$ cat config.mk
export PLATFORM = sky130hd
export DESIGN_NAME = vgacpu_sim_ctrl
export DESIGN_NICKNAME = d
export VERILOG_FILES = /design/src/rtl/vgacpu_sim_pkg.sv /design/src/rtl/vgacpu_btn_seq.sv /design/src/rtl/vgacpu_sim_ctrl.sv
export SDC_FILE = /design/constraint.sdc
export NUM_CORES = 1
export LEC_CHECK = 0
export CELL_PAD_IN_SITES_DETAIL_PLACEMENT = 0
export CELL_PAD_IN_SITES_GLOBAL_PLACEMENT = 1
export CORE_UTILIZATION = 46
export CTS_CLUSTER_DIAMETER = 40
export DETAILED_ROUTE_END_ITERATION = 10
export PLACE_DENSITY_LB_ADDON = 0.05
export SYNTH_ARGS = -nofsm -noshare
export SYNTH_HDL_FRONTEND = slang
export SYNTH_SLANG_ARGS = --single-unit
export TNS_END_PERCENT = 20
$ cat constraint.sdc
create_clock -name clk -period 7.25 [get_ports clk]
set_clock_uncertainty 0.05 [all_clocks]
set_input_delay 1.45 -clock clk [delete_from_list [all_inputs] [get_ports clk]]
set_output_delay 1.45 -clock clk [all_outputs]
set_load 0.05 [all_outputs]
$ cat src/rtl/vgacpu_sim_pkg.sv
// Shared types for the vgacpu run controller: the top-level state machine and
// the reason code reported when a run ends.
package vgacpu_sim_pkg;

   typedef enum logic [1:0] {
      HOLD,
      RUN,
      DONE
   } state_t;

   typedef enum logic [1:0] {
      END_NONE,
      END_CYCLES,
      END_FRAMES,
      END_STALL
   } end_reason_t;

   function automatic logic [31:0] sat_inc32(input logic [31:0] v);
      return (v == 32'hFFFF_FFFF) ? v : v + 32'd1;
   endfunction

endpackage

$ cat src/rtl/vgacpu_btn_seq.sv
// Round-robin button stimulus: a GAP phase (all released) followed by a PRESS
// phase on one channel, after which the channel index rotates.
module vgacpu_btn_seq
   import vgacpu_sim_pkg::*;
#(
   parameter int NUM_BTN        = 4,
   parameter int PRESS_CYCLES   = 1000,
   parameter int GAP_CYCLES     = 1000,
   parameter int BTN_ACTIVE_LOW = 1
) (
   input  logic               clk,
   input  logic               rst,
   input  logic               step,
   output logic [NUM_BTN-1:0] buttons
);

   localparam int               IDX_W       = (NUM_BTN > 1) ? $clog2(NUM_BTN) : 1;
   localparam logic [IDX_W-1:0] IDX_LAST    = IDX_W'(NUM_BTN - 1);
   localparam logic [31:0]      GAP_LAST    = (GAP_CYCLES == 0) ? 32'd0 : 32'(GAP_CYCLES - 1);
   localparam logic [31:0]      PRESS_LAST  = (PRESS_CYCLES == 0) ? 32'd0 : 32'(PRESS_CYCLES - 1);
   localparam logic             START_PRESS = (GAP_CYCLES == 0) && (PRESS_CYCLES != 0);
   localparam logic             PRESSED     = (BTN_ACTIVE_LOW == 0);

   logic             in_press_reg;
   logic [31:0]      cnt_reg;
   logic [IDX_W-1:0] idx_reg;
   logic [IDX_W-1:0] idx_next;

   assign idx_next = (idx_reg == IDX_LAST) ? '0 : idx_reg + IDX_W'(1);

   // A zero-length phase is never entered: the other phase simply repeats.
   always_ff @(posedge clk) begin
      if (rst) begin
         in_press_reg <= START_PRESS;
         cnt_reg      <= '0;
         idx_reg      <= '0;
      end else if (step) begin
         if (!in_press_reg) begin
            if (cnt_reg >= GAP_LAST) begin
               cnt_reg <= '0;
               if (PRESS_CYCLES != 0) begin
                  in_press_reg <= 1'b1;
               end else begin
                  idx_reg <= idx_next;
               end
            end else begin
               cnt_reg <= cnt_reg + 32'd1;
            end
         end else begin
            if (cnt_reg >= PRESS_LAST) begin
               cnt_reg <= '0;
               idx_reg <= idx_next;
               if (GAP_CYCLES != 0) begin
                  in_press_reg <= 1'b0;
               end
            end else begin
               cnt_reg <= cnt_reg + 32'd1;
            end
         end
      end
   end

   generate
      for (genvar gi = 0; gi < NUM_BTN; gi++) begin : g_btn
         assign buttons[gi] = (in_press_reg && (idx_reg == IDX_W'(gi))) ? PRESSED : ~PRESSED;
      end
   endgenerate

endmodule

$ cat src/rtl/vgacpu_sim_ctrl.sv
// Run controller for vgacpu_top: releases DUT reset, drives button presses,
// counts cycles/frames, watches for a stall and flags the end of the run.
module vgacpu_sim_ctrl
   import vgacpu_sim_pkg::*;
#(
   parameter int              CNT_W          = 64,
   parameter longint unsigned MAX_CYCLES     = 1000000,
   parameter int unsigned     MAX_FRAMES     = 0,
   parameter int unsigned     WDOG_CYCLES    = 65536,
   parameter int              ACT_W          = 16,
   parameter int              NUM_BTN        = 4,
   parameter int              RST_HOLD       = 16,
   parameter int              PRESS_CYCLES   = 1000,
   parameter int              GAP_CYCLES     = 1000,
   parameter int              BTN_ACTIVE_LOW = 1
) (
   input  logic               clk,
   input  logic               rst,
   input  logic               en,
   input  logic               vga_vsync,
   input  logic [ACT_W-1:0]   activity,
   output logic               dut_n_rst,
   output logic [NUM_BTN-1:0] buttons,
   output logic [CNT_W-1:0]   cycle_count,
   output logic [31:0]        frame_count,
   output logic               done,
   output logic [1:0]         end_reason
);

   localparam logic [31:0] HOLD_LAST = (RST_HOLD <= 1) ? 32'd0 : 32'(RST_HOLD - 1);
   localparam logic        RELEASED  = (BTN_ACTIVE_LOW != 0);

   generate
      if (65'(MAX_CYCLES) >= (65'd1 << CNT_W)) begin : g_bad_max_cycles
         $error("MAX_CYCLES does not fit in CNT_W bits");
      end
   endgenerate

   state_t           state_reg;
   end_reason_t      end_reason_reg;
   end_reason_t      end_reason_next;
   logic [31:0]      hold_cnt_reg;
   logic [CNT_W-1:0] cycle_cnt_reg, cycle_cnt_next;
   logic [31:0]      frame_cnt_reg, frame_cnt_next;
   logic [31:0]      wdog_cnt_reg, wdog_cnt_next;
   logic             vsync_prev_reg;
   logic [ACT_W-1:0] act_prev_reg;
   logic             dut_n_rst_reg;
   logic             done_reg;
   logic             hit;
   logic [NUM_BTN-1:0] seq_buttons;

   vgacpu_btn_seq #(
      .NUM_BTN        (NUM_BTN),
      .PRESS_CYCLES   (PRESS_CYCLES),
      .GAP_CYCLES     (GAP_CYCLES),
      .BTN_ACTIVE_LOW (BTN_ACTIVE_LOW)
   ) u_btn_seq (
      .clk     (clk),
      .rst     (rst),
      .step    ((state_reg == RUN) && en),
      .buttons (seq_buttons)
   );

   // End conditions look at the values the counters take on this edge.
   always_comb begin
      cycle_cnt_next  = (cycle_cnt_reg == '1) ? cycle_cnt_reg : cycle_cnt_reg + CNT_W'(1);
      frame_cnt_next  = (vsync_prev_reg && !vga_vsync) ? sat_inc32(frame_cnt_reg) : frame_cnt_reg;
      wdog_cnt_next   = (activity != act_prev_reg) ? 32'd0 : sat_inc32(wdog_cnt_reg);
      end_reason_next = END_NONE;
      if (MAX_CYCLES != 0 && cycle_cnt_next == CNT_W'(MAX_CYCLES)) end_reason_next = END_CYCLES;
      if (MAX_FRAMES != 0 && frame_cnt_next == 32'(MAX_FRAMES))    end_reason_next = END_FRAMES;
      if (WDOG_CYCLES != 0 && wdog_cnt_next == 32'(WDOG_CYCLES))   end_reason_next = END_STALL;
      hit = (end_reason_next != END_NONE);
   end

   always_ff @(posedge clk) begin
      if (rst) begin
         state_reg      <= HOLD;
         hold_cnt_reg   <= '0;
         cycle_cnt_reg  <= '0;
         frame_cnt_reg  <= '0;
         wdog_cnt_reg   <= '0;
         vsync_prev_reg <= 1'b1;
         act_prev_reg   <= '0;
         dut_n_rst_reg  <= 1'b0;
         done_reg       <= 1'b0;
         end_reason_reg <= END_NONE;
      end else begin
         vsync_prev_reg <= vga_vsync;
         act_prev_reg   <= activity;
         if (en) begin
            unique case (state_reg)
               HOLD: begin
                  if (hold_cnt_reg >= HOLD_LAST) begin
                     state_reg     <= RUN;
                     dut_n_rst_reg <= 1'b1;
                  end else begin
                     hold_cnt_reg <= hold_cnt_reg + 32'd1;
                  end
               end
               RUN: begin
                  cycle_cnt_reg <= cycle_cnt_next;
                  frame_cnt_reg <= frame_cnt_next;
                  wdog_cnt_reg  <= wdog_cnt_next;
                  if (hit) begin
                     state_reg      <= DONE;
                     done_reg       <= 1'b1;
                     end_reason_reg <= end_reason_next;
                  end
               end
               default: begin
               end
            endcase
         end
      end
   end

   assign dut_n_rst   = dut_n_rst_reg;
   assign buttons     = (state_reg == RUN) ? seq_buttons : {NUM_BTN{RELEASED}};
   assign cycle_count = cycle_cnt_reg;
   assign frame_count = frame_cnt_reg;
   assign done        = done_reg;
   assign end_reason  = end_reason_reg;

endmodule

==> impl_metrics.ini, run 1 <==
[status]
status = completed

[worst_setup_path]
critPathMaxStageDelay_ns = 0.88
cp.buffers_inverters = 0
critPathArrivalTime_ns = 4.75
cp_top_family = simple AND/OR/NAND/NOR gates
cp_max_fo = 14
path_class = reg -> reg
start_kind = flip-flop
slowest_stage = nor4_4
end_kind = flip-flop
worstPathCellList = nand4_1, nor4_4, nand4_1, or4_1, a2111oi_0, nand4_1, or4_4, nand3_1
cp_common_cell = nand4_1
crit_required_ns = 7.64

[clock_tree]
cts-root-buf = clkbuf_16
clkLatencyLatePin_ns = 0.51
ctsLongestPathBuffers = 3
cts_tree = done
cts_made_buffers = 35
clock-sinks = 218
cts_resized = 0
postCtsSetupRepairBufs = 0
clk_pin_slew_ns = 0.06
cts_hold_buffers = 0
htreeDepth = 2

[timing]
finalCriticalPeriod_ns = 4.35
fin_setup_tns_ns = 0
maxSlewHeadroom_pct = 30.9
worst_pin_slew_ns = 1.03
report.final.slew_viol_count = 0
holdWs_ns = 0.411
finalCritPeriodShare_pct = 60.1
max_freq_mhz = 230
setup_viol = 0
hold_viol = 0
setup_slack_ns = 2.90
rsz0062_at_grt = no

[final_layout]
fin_util_pct = 56.5
area_delta_synth_final_pct = 19.9
final_area_um2 = 14300
largest_reg_flops = 64
final_cells = 1915
nets = 1590
diodes = 0
drive_above_1_share_pct = 6.56

[floorplanning]
fp.dieArea_um2 = 26600
coreArea_um2 = 25300
num_rows = 58
die_height_um = 163
die_w_um = 163
io_pins = 124
initial_utilization_pct = 47.1

[grt]
grt_start_max_net_pins = 97
overflow = 0
antenna_found_initial = 0
grt_first_pass_wirelength_mm = 55.2
track_usage_pct = 25.7
grt_pass1_vias = 10500

[drt]
avgViaCountPerCell = 5.84
drc = 0
antenna_left = 0
dr.pass1.iters = 5
vias = 11200
drtIter0Drc = 935
avgRoutedWirePerCell_um = 17.7
drt-total-wl_mm = 33.9

[logic_synthesis]
yosys_warnings = 0
synth_ff_type = dfxtp_1
synth_seq_cells = 218
synthTopCellsByArea = dfxtp_1, xor2_1, nor2_1, xnor2_1, nand4_1
syn_area_um2 = 11900
synth_nets = 1525
yosysTopAreaCell = dfxtp_1
async_flop_share_pct = 0
synth_top_area_share_pct = 36.6
synthCells = 1495
yosysSeqAreaShare_pct = 36.6
postSynthAreaPerCell_um2 = 7.99
synth_edf_count = 0
ys_types = 73

[placement]
dpl_cell_area_um2 = 13200
port_buffers = 123
gp_congestion = 0.926
placed_cells = 1853
dp_slack_ns = 2.47
dpl.hpwl_mm = 23.8

[flow_run]
cap_violations = 0

[power_and_ir_drop]
pwr_density_cell_nw_per_um2 = 202
total_power_mw = 2.89
leakagePower_nw = 4.82
max-vdd-ir-drop_mv = 0.185

[worst_hold_path]
hp-class = reg -> reg
-- cell type report --
class / instances / area, um^2
clock inverter: 22 / 244
clock buffer: 40 / 915
timing repair buffer: 131 / 1290
fill: 2372 / 11000
inverter: 18 / 67.6
tap: 330 / 413
sequential: 218 / 4360
multi-input combinational: 1156 / 7010
-- Yosys cell counts, types with 3 or more instances --
| master | count |
|---|---|
| and4_1 | 21 |
| or2_2 | 7 |
| and3_1 | 25 |
| o21ai_0 | 51 |
| nand2_1 | 132 |
| ha_1 | 10 |
| nand3_1 | 57 |
| nor4_2 | 5 |
| mux2i_1 | 7 |
| nor3b_1 | 4 |
| a21oi_1 | 73 |
| nand2b_1 | 4 |
| nand3b_1 | 9 |
| o2111ai_1 | 3 |
| dfxtp_1 | 218 |
| clkbuf_2 | 3 |
| o211ai_1 | 5 |
| xnor2_1 | 68 |
| buf_6 | 5 |
| inv_1 | 18 |
| a2111oi_0 | 5 |
| nor4_1 | 46 |
| nor2_1 | 197 |
| xor2_1 | 87 |
| nand4_1 | 90 |
| buf_4 | 5 |
| a211o_1 | 4 |
| or3_1 | 25 |
| a41oi_1 | 8 |
| and2_1 | 9 |
| clkbuf_1 | 58 |
| a211oi_1 | 9 |
| buf_2 | 30 |
| nand4b_1 | 5 |
| nor2b_1 | 46 |
| o21a_1 | 4 |
| nor3_1 | 58 |
| a31oi_1 | 16 |
| nor4_4 | 5 |
| nand4_2 | 4 |
| or4_1 | 14 |
-- path summary, 6_finish.rpt --
path,start,to,slack [ns],cells after the start
worst max-delay path,cycle_count[4],end_reason[0],2.90,8
worst min-delay path,u_btn_seq.cnt_reg[9],u_btn_seq.cnt_reg[9],0.41,2
worst max register to register,cycle_count[4],end_reason[0],2.90,8
worst min register to register,u_btn_seq.cnt_reg[9],u_btn_seq.cnt_reg[9],0.41,2
-- cells by family (layout without fill, tap and decap cells) --
logic type / Yosys count / in the layout / synth area share, %
AOI/OAI and AO/OA: 211 / 211 / 11.1
xor gates and xnor gates: 155 / 155 / 11.4
adders and majority gates: 10 / 10 / 1.05
buffers and inverters: 121 / 211 / 4.72
DFF: 218 / 218 / 36.6
muxes: 7 / 7 / 0.587
and+or+nand+nor: 773 / 773 / 34.6
-- per-layer routing --
metal | global-route usage, % | vias up | wire length (um)
met5 | 0 | - | 0
met4 | 8.84 | 0 | 910
met3 | 5.38 | 71 | 2410
met2 | 40.0 | 357 | 14900
met1 | 35.2 | 5254 | 15600
li1 | - | 5501 | -
-- worst reg2reg max path, delay by kind of cell (launching register included) --
kind	cells	cell delay [ns]
and+or+nand+nor	7	3.24
AOI/OAI and AO/OA	1	0.55
DFF	1	0.46
-- placed cells by master, fill, tap and decap left out, drive strengths merged, types with 52 or more instances in the layout --
master,instances
nand3,59
nand4,95
nor2,197
dfxtp,218
nand2,133
o21ai,52
a21oi,73
nor4,56
clkdlybuf4s50,122
nor3,58
xor2,87
xnor2,68
-- report_power, final --
group | switching [mW] | leakage, nW | internal (mW)
logic | 0.0283 | 2.50 | 0.0180
registers | 0.00344 | 1.76 | 1.21
clock network | 0.604 | 0.561 | 1.03
total | 0.636 | 4.82 | 2.25
(Power assumes the default switching activity.)
==> run 2, diff against run 1 <==
--- a/config.mk
+++ b/config.mk
@@ -7,7 +7,7 @@
 export LEC_CHECK = 0
 export CELL_PAD_IN_SITES_DETAIL_PLACEMENT = 0
 export CELL_PAD_IN_SITES_GLOBAL_PLACEMENT = 1
-export CORE_UTILIZATION = 46
+export CORE_UTILIZATION = 43
 export CTS_CLUSTER_DIAMETER = 40
 export DETAILED_ROUTE_END_ITERATION = 10
 export PLACE_DENSITY_LB_ADDON = 0.05
==> constraint.sdc (replaced) <==
create_clock -name clk -period 4.39 [get_ports clk]
set_clock_uncertainty 0.05 [all_clocks]
set_input_delay 0.878 -clock clk [delete_from_list [all_inputs] [get_ports clk]]
set_output_delay 0.878 -clock clk [all_outputs]
set_load 0.05 [all_outputs]
==> impl_metrics.ini, run 2 (synthesis gave the netlist of run 1 again) <==
[final_layout]
largest_reg_flops = 64
final_cell_mix = dfxtp_1, nor2_1, nand2_1, clkdlybuf4s50_1, nand4_1
nets = 1626
final_common_cell = dfxtp_1
final_cells = 1995
diodes = 0
area_delta_synth_final_pct = 24.0
drive_above_1_share_pct = 8.81

[worst_setup_path]
path_class = reg -> reg
end_kind = flip-flop
cp_max_fo = 11
cp_common_cell = nand4_1
start_kind = flip-flop
slowest_stage = nor4_4
reg2reg_slack_ns = 0.33
crit_required_ns = 4.79
critPathMaxStageDelay_ns = 0.66
crit_start = cycle_count[4]
worstPathCellList = nand4_1, nor4_4, nand2_1, a2111oi_0, mux2i_1, and4_1, nand4_1, or4_4, nand3_1
timing.rr.end = end_reason[0]
critPathArrivalTime_ns = 4.47
ff2ff_path_depth = 9
r2r-start = cycle_count[4]

[placement]
dpl.hpwl_mm = 25.3
placed_cells = 1928
gp_congestion = 0.892
port_buffers = 123

[drt]
vias = 11400
drtIter0Drc = 927
avgRoutedWirePerCell_um = 17.8
wl_met1_mm = 16.6
avgViaCountPerCell = 5.71
drc = 0
dr.pass1.iters = 5
drt-total-wl_mm = 35.4
highest_layer = met4
antenna_left = 0
wl_met3_mm = 2.52
wl_met2_mm = 15.5

[timing]
report.final.slew_viol_count = 0
rsz0062_at_grt = no
holdWs_ns = 0.415
finalCritPeriodShare_pct = 92.6
max_freq_mhz = 246
setup_viol = 0
hold_viol = 0
finalCriticalPeriod_ns = 4.06
worst_pin_slew_ns = 1.03
fin_setup_tns_ns = 0
maxSlewHeadroom_pct = 30.6

[floorplanning]
die_w_um = 169
initial_utilization_pct = 44.0
num_rows = 60
die_height_um = 169
io_pins = 124
coreArea_um2 = 27100
fp.dieArea_um2 = 28400

[power_and_ir_drop]
max-vdd-ir-drop_mv = 0.488
pwr_density_cell_nw_per_um2 = 350
total_power_mw = 5.18
leakagePower_nw = 5.10

[grt]
antenna_found_initial = 0
overflow = 0
grt_first_pass_wirelength_mm = 56.9
grt_start_max_net_pins = 97
track_usage_pct = 24.8
grt_pass1_vias = 10400

[worst_hold_path]
hold_start = hold_cnt_reg[5]
min_path_cells = 1
hp-class = reg -> reg
hold_end = hold_cnt_reg[5]

[clock_tree]
cts_tree = done
ctsLongestPathBuffers = 3
clk_pin_slew_ns = 0.05
cts_made_buffers = 38
clkLatencyLatePin_ns = 0.51
cts_hold_buffers = 0
postCtsSetupRepairBufs = 0
cts-root-buf = clkbuf_16
cts_resized = 0
clock-sinks = 218
htreeDepth = 2

[flow_run]
cap_violations = 0

[status]
status = completed
[run 2: changes by cell type in the layout (fill, tap and decap cells not counted), sizes merged]
| cell | before | now |
|---|---|---|
| buf | 9 | 42 |
| inv | 24 | 22 |
| bufinv | 3 | 7 |
| clkinvlp | 3 | 2 |
| clkbuf | 40 | 44 |
[run 2: worst max-delay path, delay by kind of cell (launching register included)]
family / cells / cell delay (ns)
flip-flops: 1 / 0.45
multiplexers: 1 / 0.45
AND/OR/NAND/NOR: 7 / 2.50
AO/OA/AOI/OAI: 1 / 0.56
[run 2: where the power goes]
part | total (mW) | internal, mW | switching, mW | leakage (nW)
clock network | 3.10 | 2.08 | 1.03 | 0.661
registers | 2.00 | 1.99 | 0.00530 | 1.76
logic | 0.0783 | 0.0304 | 0.0479 | 2.68
total | 5.18 | 4.10 | 1.08 | 5.10
[run 2: routing by layer]
metal  vias to the layer above  GRT usage (%)
li1                       5579              -
met1                      5372           34.8
met2                       369           38.2
met3                        64           5.14
met4                         0           7.35
met5                         -              0
[run 2: worst max-delay path by stage]
stage	endpoint	slack, ns	cells past startpoint
after floorplan	end_reason[0]	0.75	10
after global placement	end_reason[0]	0.26	9
after detailed placement	end_reason[0]	0.28	9
after CTS	end_reason[0]	0.32	9
after global routing	end_reason[0]	0.05	10
final	end_reason[0]	0.33	9
[run 2: metrics by stage]
step                instance area (um^2)  util [%]  worst slack (ns)
CTS                                14800      54.6             0.318
detailed placement                 13500      49.6             0.283
floorplan                          11900         -             0.746
global route                       14800      54.6            0.0481
global placement                   13500      49.6             0.257
finish                             14800      54.6             0.327
[run 2: area by class of cell]
type,count,area [um^2]
Clock buffer,44,1010
Clock inverter,23,335
Fill cell,2597,12300
Inverter,18,67.6
Multi-Input combinational cell,1156,7010
Sequential cell,218,4360
Tap cell,372,465
Timing Repair Buffer,164,1540
==> run 3, diff against run 2 <==
--- a/config.mk
+++ b/config.mk
@@ -10,6 +10,7 @@
 export CORE_UTILIZATION = 43
 export CTS_CLUSTER_DIAMETER = 40
 export DETAILED_ROUTE_END_ITERATION = 10
+export HOLD_SLACK_MARGIN = 0.06
 export PLACE_DENSITY_LB_ADDON = 0.05
 export SYNTH_ARGS = -nofsm -noshare
 export SYNTH_HDL_FRONTEND = slang
==> results of run 3 <==
No change in the layout: final DEF, timing and power equal those of run 2.
